<file path="src/rtl/axi_lite_req_arbiter.sv">
// axi_lite_req_arbiter
//   Shares one AXI4-Lite master request port between instruction fetch
//   (read-only) and data load/store. One transaction runs at a time. The
//   winner's request is latched and issued as a single-cycle m_req pulse. The
//   master's completion is then routed back to the granted requester in the
//   same cycle.
//
// Parameters
//   DATA_PRIORITY : 0 = round-robin on a tie, 1 = data always wins a tie
//   RESET_GRANT   : round-robin pointer after reset (0 = fetch, 1 = data)
//
// Ports
//   clk, rst                    clock (rising edge), async active-high reset
//   if_req/if_addr              fetch request (held until if_ready)
//   if_rdata/if_ready/if_error  fetch completion
//   d_req/d_wr/d_addr/d_wdata/d_wstrb  data request (held until d_ready)
//   d_rdata/d_ready/d_error     data completion
//   m_req/m_wr/m_addr/m_wdata/m_wstrb  request to master (m_req 1-cycle pulse)
//   m_rdata/m_ready/m_error     master completion
//   busy                        transaction in flight
//   grant_d                     current/last grant (1 = data, 0 = fetch)
module axi_lite_req_arbiter #(
  parameter bit DATA_PRIORITY = 1'b0,
  parameter bit RESET_GRANT   = 1'b0
) (
  input  logic        clk,
  input  logic        rst,
  input  logic        if_req,
  input  logic [31:0] if_addr,
  output logic [31:0] if_rdata,
  output logic        if_ready,
  output logic        if_error,
  input  logic        d_req,
  input  logic        d_wr,
  input  logic [31:0] d_addr,
  input  logic [31:0] d_wdata,
  input  logic [3:0]  d_wstrb,
  output logic [31:0] d_rdata,
  output logic        d_ready,
  output logic        d_error,
  output logic        m_req,
  output logic        m_wr,
  output logic [31:0] m_addr,
  output logic [31:0] m_wdata,
  output logic [3:0]  m_wstrb,
  input  logic [31:0] m_rdata,
  input  logic        m_ready,
  input  logic        m_error,
  output logic        busy,
  output logic        grant_d
);

  typedef enum logic [1:0] {
    IDLE  = 2'd0,
    ISSUE = 2'd1,
    WAIT  = 2'd2
  } state_t;

  state_t state, state_nxt;
  logic   rr_d;      // 1 = data favoured on the next tie
  logic   pick_d;    // data wins if granted this cycle
  logic   done;      // completion accepted this cycle

  always_comb begin
    pick_d    = d_req & (~if_req | DATA_PRIORITY | rr_d);
    done      = (state == WAIT) & m_ready;
    state_nxt = state;
    case (state)
      IDLE:    if (if_req | d_req) state_nxt = ISSUE;
      ISSUE:   state_nxt = WAIT;
      WAIT:    if (m_ready) state_nxt = IDLE;
      default: state_nxt = IDLE;
    endcase
  end

  always_ff @(posedge clk or posedge rst) begin
    if (rst) begin
      state   <= IDLE;
      m_wr    <= 1'b0;
      m_addr  <= '0;
      m_wdata <= '0;
      m_wstrb <= '0;
      grant_d <= 1'b0;
      rr_d    <= RESET_GRANT;
    end else begin
      state <= state_nxt;
      if ((state == IDLE) && (if_req | d_req)) begin
        grant_d <= pick_d;
        if (pick_d) begin
          m_wr    <= d_wr;
          m_addr  <= d_addr;
          m_wdata <= d_wdata;
          m_wstrb <= d_wstrb;
        end else begin
          // Fetch is read-only: write-side fields are forced quiet.
          m_wr    <= 1'b0;
          m_addr  <= if_addr;
          m_wdata <= '0;
          m_wstrb <= '0;
        end
      end
      // Favour the side that was not just served.
      if (done) rr_d <= ~grant_d;
    end
  end

  assign m_req    = (state == ISSUE);
  assign busy     = (state != IDLE);

  // Completion is combinational so the requester sees ready with m_ready.
  assign if_ready = done & ~grant_d;
  assign d_ready  = done &  grant_d;
  assign if_error = done & ~grant_d & m_error;
  assign d_error  = done &  grant_d & m_error;
  assign if_rdata = m_rdata;
  assign d_rdata  = m_rdata;

endmodule

</file>
<file path="config.mk">
export PLATFORM = sky130hd
export DESIGN_NAME = axi_lite_req_arbiter
export DESIGN_NICKNAME = d
export VERILOG_FILES = /design/src/rtl/axi_lite_req_arbiter.sv
export SDC_FILE = /design/constraint.sdc
export NUM_CORES = 1
export LEC_CHECK = 0
export BUFFER_PORTS_ARGS = -buffer_cell sky130_fd_sc_hd__buf_4
export CAP_MARGIN = 25
export CORE_ASPECT_RATIO = 1.25
export CORE_MARGIN = 10
export CORE_UTILIZATION = 40
export CTS_BUF_LIST = sky130_fd_sc_hd__clkbuf_4 sky130_fd_sc_hd__clkbuf_8 sky130_fd_sc_hd__clkbuf_16
export DETAILED_ROUTE_END_ITERATION = 8
export PLACE_DENSITY = 0.85
export REMOVE_ABC_BUFFERS = 1
export SLEW_MARGIN = 20
export SYNTH_ARGS = -nofsm -noshare
export SYNTH_HDL_FRONTEND = slang
export SYNTH_SLANG_ARGS = --single-unit
export TNS_END_PERCENT = 30
</file>
<file path="constraint.sdc">
create_clock -name clk -period 2.6 [get_ports clk]
set_input_delay 0.39 -clock clk [delete_from_list [all_inputs] [get_ports clk]]
set_output_delay 0.39 -clock clk [all_outputs]
set_load 0.02 [all_outputs]
</file>
# ---- Yosys cells after proc, flatten, opt, wreduce, memory -nomap -nowiden
# Cells that the tools add are included.
dict set report op_classes {
  bitwise_logic 10
  eq_ne 4
  n_reduce_logical 4
  n_mux 7
}
# operator count
set ops {}
lappend ops {{$mux 32} 2}
lappend ops {{$and 1x1->1} 6}
lappend ops {{$pmux 2 s3} 1}
lappend ops {{$mux 2} 2}
lappend ops {{$mux 4} 1}
lappend ops {{$eq 2x1->1 const B} 1}
lappend ops {{$eq 2x2->1 const B} 1}
lappend ops {{$logic_not 2->1} 1}
lappend ops {{$ne 2x1->1 const B} 1}
lappend ops {{$ne 2x2->1 const B} 1}
lappend ops {{$not 1->1} 2}
lappend ops {{$or 1x1->1} 2}
lappend ops {{$reduce_and 2->1} 1}
lappend ops {{$reduce_bool 2->1} 1}
lappend ops {{$logic_and 1x1->1} 1}
lappend ops {{$mux 1} 1}
dict set report totals {
  register_bits 73
  input_bits 139
  output_inout_bits 140
  elab_cells 32
}

# ---- Depth between registers and ports, before layout
# Gate-level depths: netlist of the first run.
dict set report depth {
  depth_word 4
  mapped_depth 7
  ltp_nobuf 4
}

# ---- Worst setup path after synthesis of the first run
# OpenSTA, ideal clock, no wires.
dict set report synth_path {
  kind {reg-to-output}
  start {reg state[0]}
  end {out if_error}
  path_buffers 0
  required_ps 2210
  t_arrival_ps 1320
  stages_incl_launch_ff 4
  path_slack_ps 890
  cell_sequence {dfrtp_1 -> and3b_1 -> nor2b_1 -> and2_1}
}
dict set report synth_between {
  elab_chain_len 4
}
# item line
set synth_rtl {}
lappend synth_rtl {{from (decl)} 59} ;# state_t state, state_nxt;
lappend synth_rtl {{from (signal assigned)} 86} ;# state <= state_nxt;
lappend synth_rtl {{$eq 2x2->1} 66} ;# done = (state == WAIT) & m_ready;
lappend synth_rtl {{$and 1x1->1} 66}
lappend synth_rtl {{$and 1x1->1} -}
lappend synth_rtl {{named net if_ready} 31} ;# output logic if_ready,
lappend synth_rtl {{$and 1x1->1} 113} ;# assign if_error = done & ~grant_d & m_error;
lappend synth_rtl {{to (decl)} 32} ;# output logic if_error,
# The timed path passes the listed nets, and every way through them passes these cells.

# ---- Worst setup path in the final report of the first run
dict set report layout_path {
  start {reg state[0]}
  end {reg m_addr[3]}
}
dict set report layout_between {
  elab_chain_len 2
}
# item line
set layout_rtl {}
lappend layout_rtl {{$logic_not 2->1} 87} ;# if ((state == IDLE) && (if_req | d_req)) begin
lappend layout_rtl {{$logic_and 1x1->1} 87}
lappend layout_rtl {{to (signal assigned)} 91} ;# m_addr <= d_addr;
lappend layout_rtl {{to (signal assigned)} 97} ;# m_addr <= if_addr;
lappend layout_rtl {{to (decl)} 43} ;# output logic [31:0] m_addr,
# No other way between the ends.
# A chain may end at the register's enable or synchronous reset.

==> results, run 1 <==
- The flow ran to the end, and the final reports show no timing, DRC or antenna violations.
- Of the synthesized area, sequential elements account for ~50%.
- The sort of element at the end of the critical path is a register.
- After detailed routing, the average wire length per cell comes to 23.4 um.
- The initial standard-cell utilization of the core is 41.4%.
- For the finished layout, the period the worst path requires is around 1900 ps.
- Entering global routing, the biggest net connects 40 pins.
- The count of state elements after synthesis is between 70 and 80.
- The number of DRC markers in iteration 0 is 174.
- The slew at the pin with the worst max-slew slack is about 540 ps.
- The final sum of negative setup slack is 0 ps.
- Setup violations remaining at the end of the flow were counted as 0.
- Data arrives at the worst endpoint at between 2000 and 2500 ps.
- The number of hold buffers added after CTS was 0.
- The count of buffers from port buffering is 182.
- The chip width is 105 um.
- The floorplan core area is approximately 0.009 mm^2.
- After detailed routing, the number of vias per cell comes to 5.55.
- The class of the most critical setup path is reg2reg.
- The area of the die is roughly 0.013 mm^2.
- The area added between synthesis and finish is 31.4%.
- The CTS tree is built.
- After detailed routing, the number of remaining DRC violations is 0.
- The final-layout worst hold slack is 80.2 ps.
- The global-route usage over all layers is between 10% and 20%.
- In the post-synthesis netlist, the biggest area contributors are sky130_fd_sc_hd__dfrtp_1 50%, sky130_fd_sc_hd__buf_4 13%, sky130_fd_sc_hd__a22o_1 8.9%.
- The cell count after placement is 568.
- In this run the static leakage power is 2.32 nW.
- The slowest cell on the critical path is sky130_fd_sc_hd__inv_2.
- In this run, post-CTS repair resized a total of 0 instances.
- For this run, asynchronously set or reset flops after synthesis account for 100%.
- The netlist uses 26 different library cells.
- The number of max-slew violations in the final report came to 0.
- The die boundary height is ~130 um.
- The via count of the first global-routing pass is 3438.
- Across the routed clock network, the largest skew measured is 10.3 ps.
- The total number of clock tree sinks is 73.
- The number of iterations in the first detailed-routing pass is 4.
- The path category of the worst min-delay check is in2async.
- The highest cell delay on the worst timing path is around 520 ps.
- The total standard cell area after synthesis is 0.00362 mm^2.
- In the synthesized netlist, the number of instances is around 350.
- The total half-perimeter wirelength after legalization and detailed placement is 10.7 mm.
- The post-layout net count is 598.
- In this run the power density over the cells is around 1200 mW/mm^2.
- Row generation in the floorplan step produced 38 rows.
- The signal on the critical path passes through nor2_4 > nand2_4 > inv_2 > a31oi_1.
- Setup repair after global routing left no endpoint under its margin.
- The share of Yosys cell area claimed by the top area cell type is 50.4%.
- The number of nets with antenna violations after detailed routing is 0.
- In this run the deepest clock path goes through 2 buffers.
- The number of max-cap violations is 0.
- Timing would allow up to 519 MHz.
- For this run, the leading register cell type out of synthesis is sky130_fd_sc_hd__dfrtp_1.
- The wire length of the first global-routing pass is 20.5 mm.
- The congestion estimate from routability-driven global placement came to 0.772.
- The maximum fanout count along the critical path is 39.
- The post-CTS repair timing setup buffer count is 0.
- The fraction of the cycle the final worst path needs is 74.1%.
- The tree is rooted in a sky130_fd_sc_hd__clkbuf_8.
- The post-route netlist has 45.9% of its cells at a drive strength greater than 1.
- The number of flops mapped to enable cells by yosys is 0.
- During synthesis, Yosys emitted a total of 0 warnings.
- At the later pin of the worst-skew pair, clock insertion delay measures 340 ps.
- The headroom to the max-slew limit is 63.7%.
- The number of antenna diodes in the final layout is 0.
- The CTS H-tree depth is 3.
- The design draws 0.00571 W.
- The non-filler instance count after layout is a little under 600.
- The cell type contributing the most total cell area after synthesis is sky130_fd_sc_hd__dfrtp_1.
- The via count is roughly 3200.
- The number of antenna violations at the first check in global routing is 0.
- The clock input transition at the sequential cells of the worst setup and hold paths is 80 ps.
- The routed wire length is 13.7 mm.
- The worst supply voltage drop on vdd is roughly 0.58 mV.
- The number of endpoints with negative hold slack in the final report is 0.
- STA classifies the critical path startpoint as a register.
- about 280 I/O pins were placed.
- The total congestion overflow is 0.
- The number of CTS-inserted buffers is 9.
- The per-instance average area after synthesis is 10.2 um^2.
- The required time of the worst setup path is approximately 2800 ps.
[where the power goes]
group	internal [W]	total, W	leakage (nW)	switching, W
Clock	0.000492	0.000902	0.109	0.000410
Combinational	0.00120	0.00285	1.32	0.00166
Sequential	0.00164	0.00195	0.885	0.000311
Total	0.00333	0.00571	2.32	0.00238
[area by class of cell]
class                           instances  area [um^2]
Tap cell                              120          150
Multi-Input combinational cell        182         1130
Clock inverter                          5         53.8
Inverter                                4         15.0
Clock buffer                           11          151
Sequential cell                        73         1830
Timing Repair Buffer                  189         1430
Fill cell                             787         3990
[routing by layer]
metal	wire, um	GRT usage [%]	vias up
met1	5600	23.6	1529
met2	5420	26.2	268
met3	2450	15.6	14
met4	139	5.66	2
met5	49	3.76	-
li1	-	-	1427
[state kept, by name, indices dropped and copies added, names as in the netlist]
register	count
m_addr	32
m_wdata	32
m_wstrb	4
state	2
grant_d	1
m_wr	1
rr_d	1
[critical path: cells and delay by family, from the launching register on]
family                 cells  cell delay [ps]
AOI/OAI and AO/OA          1              170
buffers and inverters      1              520
DFF                        1              430
and+or+nand+nor            2              640
[cells in the mapped netlist, types with 2 or more instances]
master                     instances
sky130_fd_sc_hd__a21oi_1          32
sky130_fd_sc_hd__a22o_1           37
sky130_fd_sc_hd__a31oi_1          32
sky130_fd_sc_hd__and2_1            2
sky130_fd_sc_hd__buf_2             7
sky130_fd_sc_hd__buf_4            65
sky130_fd_sc_hd__buf_6             6
sky130_fd_sc_hd__clkbuf_1         17
sky130_fd_sc_hd__dfrtp_1          73
sky130_fd_sc_hd__inv_2             3
sky130_fd_sc_hd__nand3_1          32
sky130_fd_sc_hd__nor2_1            2
sky130_fd_sc_hd__nor2b_1           2
sky130_fd_sc_hd__o21ai_0          32
[path summary, 6_finish.rpt]
check	start	to	slack (ps)	depth (start not counted)
max in group asynchronous	rst	m_addr[0]$_DFFE_PP0P_	1890	3
min in group clk	d_wdata[24]	m_wdata[24]$_DFFE_PP0P_	260	2
setup / recovery	state[0]$_DFFE_PP0P_	m_addr[3]$_DFFE_PP0P_	670	4
setup reg to reg	state[0]$_DFFE_PP0P_	m_addr[3]$_DFFE_PP0P_	670	4
hold reg to reg	m_wdata[7]$_DFFE_PP0P_	m_wdata[7]$_DFFE_PP0P_	510	1
hold / removal	rst	m_wdata[20]$_DFFE_PP0P_	80	2
[per-stage QoR]
stage	util [%]	setup WS, ps	instance area, um^2
3_3_place_gp	52.1	633	4560
3_5_place_dp	52.1	519	4560
6_report	54.4	672	4760
2_1_floorplan	-	54.5	2970
4_1_cts	54.4	647	4760
5_1_grt	54.4	478	4760
[cell usage in the layout (no fill, tap or decap), types with 2 or more instances in the layout]
cell / instances
sky130_fd_sc_hd__nand3_1: 32
sky130_fd_sc_hd__a21oi_1: 32
sky130_fd_sc_hd__inv_2: 4
sky130_fd_sc_hd__a22o_1: 37
sky130_fd_sc_hd__buf_4: 188
sky130_fd_sc_hd__a31oi_1: 32
sky130_fd_sc_hd__nor2_1: 2
sky130_fd_sc_hd__clkbuf_8: 11
sky130_fd_sc_hd__clkinv_2: 3
sky130_fd_sc_hd__o21ai_0: 32
sky130_fd_sc_hd__nor2b_1: 2
sky130_fd_sc_hd__and2_1: 2
sky130_fd_sc_hd__dfrtp_1: 73
[cells by family after synthesis]
| group | share of synthesized area [%] |
|---|---|
| AND/OR/NAND/NOR | 7.57 |
| AO/OA/AOI/OAI | 23.5 |
| flip-flops | 50.4 |
| buffers and inverters | 18.5 |
Note: power is estimated with default switching activity, not from simulation.
==> run 2: changes to the inputs <==
==> constraint.sdc (replaced) <==
create_clock -name clk -period 1.8 [get_ports clk]
set_input_delay 0.27 -clock clk [delete_from_list [all_inputs] [get_ports clk]]
set_output_delay 0.27 -clock clk [all_outputs]
set_load 0.02 [all_outputs]
==> run 2 against run 1 <==
Against the previous run: routed wire length grew 1.7%; register-to-register slack lost 480 ps; utilization grew 0.51 points; flip-flop and latch count is the same; worst hold slack lost 51 ps; clock skew shrank 2.0 ps; cell count grew 0.68%; sequential power grew 46%.
==> results, run 2 (synthesized netlist as in run 1, its figures left out) <==
- The flow ran to the end, and the final reports show no timing, DRC or antenna violations.
- Timing would allow up to 575 MHz.
- The worst-case IR drop observed on VDD is 0.832 mV.
- Measured against its own limit, the worst slew margin works out to a little under two thirds.
- In the layout the commonest cells are 192 x sky130_fd_sc_hd__buf_4, 72 x sky130_fd_sc_hd__dfrtp_1, 37 x sky130_fd_sc_hd__a22o_1.
- The slowest cell on the critical path is sky130_fd_sc_hd__dfrtp_1.
- The number of placed I/O pins is 279.
- The largest registers in the layout are m_addr: 32 flops, m_wdata: 32 flops, m_wstrb: 4 flops.
- The path category of the worst min-delay check is in2async.
- The placement-stage cell area is 0.00457 mm^2.
- Traced cell by cell, the critical path runs through and3b_2 > nor2b_2 > and2_1 > buf_4.
- The end of the worst register-to-register path is m_wdata[11]$_DFFE_PP0P_.
- The number of endpoints with negative hold slack in the final report came to 0.
- For the pin with the worst max-slew slack, the measured transition is between 500 and 600 ps.
- The number of max-slew violations in the final report was 0.
- At the end of routability-driven placement, the weighted congestion stood at 0.766.
- In the global route stage, overall resource usage came out at 20.1%.
- The buffer type at the clock tree root is sky130_fd_sc_hd__clkbuf_8.
- The number of max-cap violations is 0.
- The kind of start point of the critical path is a register.
- The chip width is 105 um.
- The library cell used most frequently in the layout, excluding fill and tap cells, is sky130_fd_sc_hd__buf_4.
- The ratio of total power to cell area is around 1700 mW/mm^2.
- The clock drives 73 sinks.
- For this run, design rule violations remaining after detail routing come to 0.
- The net count of the finished layout is 602.
- For this run, global-route usage on met1 was measured as between 20% and 30%.
- The required time of the worst setup path is 1530 ps.
- Once the floorplan was initialized, standard cells occupied between 40% and 50% of the core.
- The routed design could run at a clock period as short as 1740 ps.
- The cell family contributing the most delay on the critical path is simple AND/OR/NAND/NOR gates.
- The floorplan step defined a die boundary enclosing 0.0133 mm^2.
- The launching instance or port of the critical path is state[1]$_DFFE_PP0P_.
- The leakage power total is roughly 2.3 nW.
- In this run the worst path has a maximum fanout of 4.
- In this design, the stage delay of the slowest critical-path cell is around 430 ps.
- The H-tree generated during clock tree synthesis spans 3 levels.
- The startpoint identified for the worst register-to-register timing path is state[0]$_DFFE_PP0P_.
- Setup repair after global routing left no endpoint under its margin.
- Clock skew on the completed layout was measured at 8.29 ps.
- TritonCTS built the clock tree.
- Before antenna repair, the detailed router went through 4 iterations.
- The layer with the highest usage is met2.
- The die boundary height is approximately 130 um.
- Measured on the finished design, the core utilization comes to 54.9%.
- The via count is about 3300.
- The design area is 0.00481 mm^2.
- The total overflow left after global routing is 0.
- Of the available clock period, the critical path in the final layout requires between 90% and 100%.
- The setup path with the least slack is of type reg2out.
- The count of buffers from port buffering is 182.
- Counting along the longest clock path gives a buffer depth of 2.
- The clock input transition at the sequential cells of the worst setup and hold paths is 70 ps.
- For met2 alone, demand over resource in global routing was around 26%.
- 0 antenna diodes ended up in the layout.
- The number of buffers inserted for hold repair after clock tree synthesis is 0.
- The number of antenna violations at the first check in global routing is 0.
- The via count of the first global-routing pass is 3375.
- The critical path arrival is 1470 ps.
- The length in cells of the worst reg-to-reg path is 5.
- The detailed router finished its first iteration with 173 violations.
- The area added between synthesis and finish is 32.7%.
- The core region is 0.00875 mm^2.
- Entering global routing, the biggest net connects 74 pins.
- The routed wire length is 13.9 mm.
- Clock latency on the worst-skew pair, taken at its later pin, is approximately 340 ps.
- The wire length of the first global-routing pass is 21.0 mm.
- The buffers plus inverters on the worst setup path is 1.
- The worst setup path is captured at an output port.
- The number of rows in the core area is 38.
- The share of layout cells above drive strength 1 is 47.0%.
- Using the TritonRoute via totals, the vias-per-cell ratio works out to 5.58.
- The final setup violation count is 0.
- For met3 alone, demand over resource in global routing was 17.6%.
- Detailed placement ended at an HPWL of 10.9 mm.
- Counting the buffers created by CTS gives 9.
- Dividing the detail-routed wire length by the instance count gives roughly 24 um.
- The setup check on the worst reg-to-reg path leaves a slack of between 150 and 200 ps.
- The count of nets left with antenna violations once routing finished came out at 0.
-- run 2: repair_timing --
item                                    4_1_cts  5_1_grt
gates cloned                                  0        0
endpoints found under the setup margin        1        1
buffers inserted                              0        2
pin swaps                                     0        0
resized for setup                             1        2
hold endpoints to repair                      0        0
-- run 2: report_power, final --
group          total, W  switching (W)  internal (W)
Sequential      0.00284       0.000471       0.00237
Clock           0.00137       0.000583      0.000784
Combinational   0.00414        0.00238       0.00177
Total           0.00835        0.00343       0.00492
-- run 2: metrics by stage --
stage                     hold slack, ps  setup slack (ps)  total power (W)  setup TNS (ps)  cells
after floorplan                      403              -745          0.00500          -52940    259
after global placement               388               323          0.00687               0    570
after detailed placement             407               199          0.00701               0    570
after CTS                           24.6              7.33          0.00840               0    586
after global routing                32.4              5.43          0.00886               0    588
final                               29.6              60.2          0.00835               0    588
-- run 2: tightest hold or removal path: cells and delay by family --
family                 cells  cell delay (ps)
buffers and inverters      3              510
-- run 2: layout make-up --
| cell class | instances | area [um^2] |
|---|---|---|
| Sequential cell | 73 | 1830 |
| Multi-Input combinational cell | 182 | 1140 |
| Timing Repair Buffer | 193 | 1460 |
| Clock buffer | 14 | 180 |
| Clock inverter | 2 | 35.0 |
| Fill cell | 777 | 3940 |
| Tap cell | 120 | 150 |
| Inverter | 4 | 15.0 |
-- run 2: worst max path at each step --
stage / endpoint / cells past startpoint
after global placement: m_wdata[11]$_DFFE_PP0P_ / 5
after global routing: if_error / 4
after CTS: if_error / 4
final: if_error / 4
after detailed placement: m_wdata[11]$_DFFE_PP0P_ / 5
after floorplan: m_wdata[0]$_DFFE_PP0P_ / 4
-- run 2: per-layer routing --
layer  routed length (um)  share of wire (%)
met2                 5490                 40
met4                  269                1.9
met5                  130               0.94
met3                 2660                 19
met1                 5340                 38
==> run 3: changes to the inputs <==
--- a/config.mk
+++ b/config.mk
@@ -12,6 +12,7 @@
 export CORE_UTILIZATION = 40
 export CTS_BUF_LIST = sky130_fd_sc_hd__clkbuf_4 sky130_fd_sc_hd__clkbuf_8 sky130_fd_sc_hd__clkbuf_16
 export DETAILED_ROUTE_END_ITERATION = 8
+export GPL_TIMING_DRIVEN = 0
 export PLACE_DENSITY = 0.85
 export REMOVE_ABC_BUFFERS = 1
 export SLEW_MARGIN = 20
==> run 3 against run 2 <==
Against the previous run: via count shrank 1.9%; power grew 1.4%; sequential power shrank 2%; critical path depth is the same; combinational power grew 4%; routed wire length shrank 1.1%; critical path type unchanged; critical endpoint unchanged; largest power group unchanged.
==> results, run 3 (synthesized netlist as in run 1, its figures left out) <==
- The highest signal layer in the routed design is met5.
- Counting along the longest clock path gives a buffer depth of 2.
- The overall power is 0.00847 W.
- For the worst setup path, the data arrival time is 1470 ps.
- The share of layout cells above drive strength 1 is a little under half.
- The worst register-to-register path begins at state[1]$_DFFE_PP0P_.
- Relative to the synthesized area, the layout overhead comes to 33.4%.
- The HPWL after detailed placement is 10.4 mm.
- The fraction of the cycle the final worst path needs is 96.5%.
- The die covers 0.0133 mm^2.
- The slew at the pin with the worst max-slew slack is 770 ps.
- In the detailed route, the total length drawn on met3 is between 2 and 2.5 mm.
- The utilization after layout is 55.2%.
- The end of the worst register-to-register path is m_wstrb[1]$_DFFE_PP0P_.
- For this configuration, the core starts out at a cell density of approximately 41%.
- The kind of start point of the critical path is a register.
- The number of iterations in the first detailed-routing pass is 4.
- Summed over all cells, the static leakage comes to 2.34 nW.
- The final setup violation count is 0.
- The most common cell after layout, fill and taps aside is sky130_fd_sc_hd__buf_4.
- The worst register-to-register path has a depth of 7.
- The required time of the worst setup path is around 1500 ps.
- For this run, the post-layout net count is 603.
- The global-route usage over all layers is 20.0%.
- Power spread over the standard cell area amounts to between 1500 and 2000 mW/mm^2.
- The number of max-cap violations is 0.
- The number of placed I/O pins is between 200 and 300.
- The largest net degree at the start of global routing is 41.
- The CTS H-tree depth is 3.
- For the worst-skew pair, the clock arrives at the later sink with an insertion delay of 340 ps.
- The chip width is about 110 um.
- Leaving out fill and tap cells, the most frequent cells in the layout are 189 x sky130_fd_sc_hd__buf_4, 71 x sky130_fd_sc_hd__dfrtp_1, 37 x sky130_fd_sc_hd__a22o_1.
- The number of max-slew violations in the final report is 0.
- The CTS tree is built.
- After layout, the worst setup slack is 62.9 ps.
- The clock input transition at the sequential cells of the worst setup and hold paths is 80 ps.
- In this run the worst hold path is classified as in2reg.
- The maximum fanout count along the critical path is 5.
- After global routing the overflow that remains totals 0.
- The run finished with clean final reports.
- The path with the worst hold slack has its endpoint at m_wdata[7]$_DFFE_PP0P_.
- After detailed routing, the number of remaining DRC violations is 0.
- The wire length of the first global-routing pass is 20.7 mm.
- The largest registers in the layout are m_addr: 32 flops, m_wdata: 32 flops, m_wstrb: 4 flops.
- The filler cells instantiated in the layout total 786.
- The die is roughly 130 um tall.
- Clock skew on the completed layout was measured at 11.0 ps.
- The number of CTS-inserted buffers is 9.
- The tree is rooted in a sky130_fd_sc_hd__clkbuf_8.
- The via count of the first global-routing pass is roughly 3400.
- Once detail routing completed, the nets flagged for antenna violations numbered 0.
- The routed wire length is between 10 and 15 mm.
- The critical path is of the reg2out type.
- The time the final worst path needs with I/O delays and setup is 1740 ps.
- The detailed route wirelength on metal2 is 5.55 mm.
- The worst setup timing slack at the placement stage is -822 ps.
- Input and output buffers added on the ports amount to 182.
- The total number of clock tree sinks is between 70 and 80.
- The worst hold path stage count is 2.
- IR analysis of the VDD net gives a maximum drop of 0.787 mV.
- Setup repair after global routing left no endpoint under its margin.
- The number of antenna violations at the first check in global routing is 0.
- The upper clock frequency limit is roughly 580 MHz.
- STA classifies the critical path endpoint as an output port.
- The final routed wire length divided by cell count is 23.3 um.
- The weighted congestion reported at the end of routability-driven placement is 0.765.
- The number of endpoints with negative hold slack in the final report is 0.
- Headroom to the max-slew limit came out at between 40 and 50%.
- The average vias per placed instance is ~5.5.
- In the final routing, the length of wire on met1 measures 5.68 mm.
- The number of rows in the core area is 38.
- 0 antenna diodes ended up in the layout.
- In this run the register-to-register setup slack is 110 ps.
- In this run the standard cell core region covers 0.00875 mm^2.
- The via count is 3219.
- The final-layout worst hold slack is roughly 140 ps.
- The hold path startpoint is d_wdata[7].
- In this run, the number of DRC markers left after iteration 0 of detailed routing was 139.
## run 3: cell count changes in the layout (fill, tap and decap cells not counted), moves of 2 or more
| cell | change |
|---|---|
| sky130_fd_sc_hd__clkbuf_8 | -3 |
| sky130_fd_sc_hd__clkbuf_4 | -2 |
| sky130_fd_sc_hd__buf_4 | -3 |
| sky130_fd_sc_hd__clkinv_2 | +2 |
| sky130_fd_sc_hd__inv_2 | -2 |
## run 3: critical path, stage by stage, from the launching register on
cell	delay [ps]
sky130_fd_sc_hd__dfrtp_2	440
sky130_fd_sc_hd__and3b_2	240
sky130_fd_sc_hd__nor2b_2	160
sky130_fd_sc_hd__and2_1	160
sky130_fd_sc_hd__buf_6	130
## run 3: power by group
group          switching [W]  internal [W]  total [W]
registers           0.000424       0.00237    0.00279
logic                0.00248       0.00183    0.00432
clock network       0.000590      0.000767    0.00136
## run 3: what timing repair did
action                     in CTS  in global routing
resized for setup               7                  2
pin swaps                       2                  1
hold buffers                    1                  0
cloned                          1                  0
hold endpoints to repair       33                  0
setup endpoints to repair      72                 32
buffers inserted                4                  4
## run 3: per-layer routing
metal	up-vias	track usage, %
met5	-	3.76
met4	2	5.34
met3	12	15.7
met2	240	26.1
met1	1530	24.4
li1	1435	-
## run 3: how the worst max path moves through the flow
stage                    startpoint  cells past startpoint                     end  slack (ps)
5_1_grt        state[1]$_DFFE_PP0P_                      5                    busy           4
6_report       state[1]$_DFFE_PP0P_                      4                if_error          60
2_1_floorplan  state[0]$_DFFE_PP0P_                      4  m_wdata[0]$_DFFE_PP0P_        -750
4_1_cts        state[1]$_DFFE_PP0P_                      4                if_error         0.8
3_5_place_dp                  d_req                      5  m_addr[18]$_DFFE_PP0P_        -820
3_3_place_gp   state[0]$_DFFE_PP0P_                      4  m_wstrb[1]$_DFFE_PP0P_       -1330
## run 3: final cells by class
| type | instances | area [um^2] | area share, % |
|---|---|---|---|
| inverters | 4 | 22.5 | 0.466 |
| clock buffers | 9 | 124 | 2.56 |
| repair buffers | 193 | 1480 | 30.5 |
| flip-flops and latches | 73 | 1830 | 37.8 |
| clock inverters | 6 | 83.8 | 1.73 |
| well taps | 120 | 150 | 3.11 |
| multi-input cells | 183 | 1150 | 23.8 |
## run 3: per-stage QoR
stage                     std cells  cell area (um^2)  setup TNS (ps)
final                           588              4830               0
after global routing            588              4830               0
after CTS                       584              4800               0
after detailed placement        563              4530          -42740
after global placement          561              4480         -169890
after floorplan                 259              2970          -52940
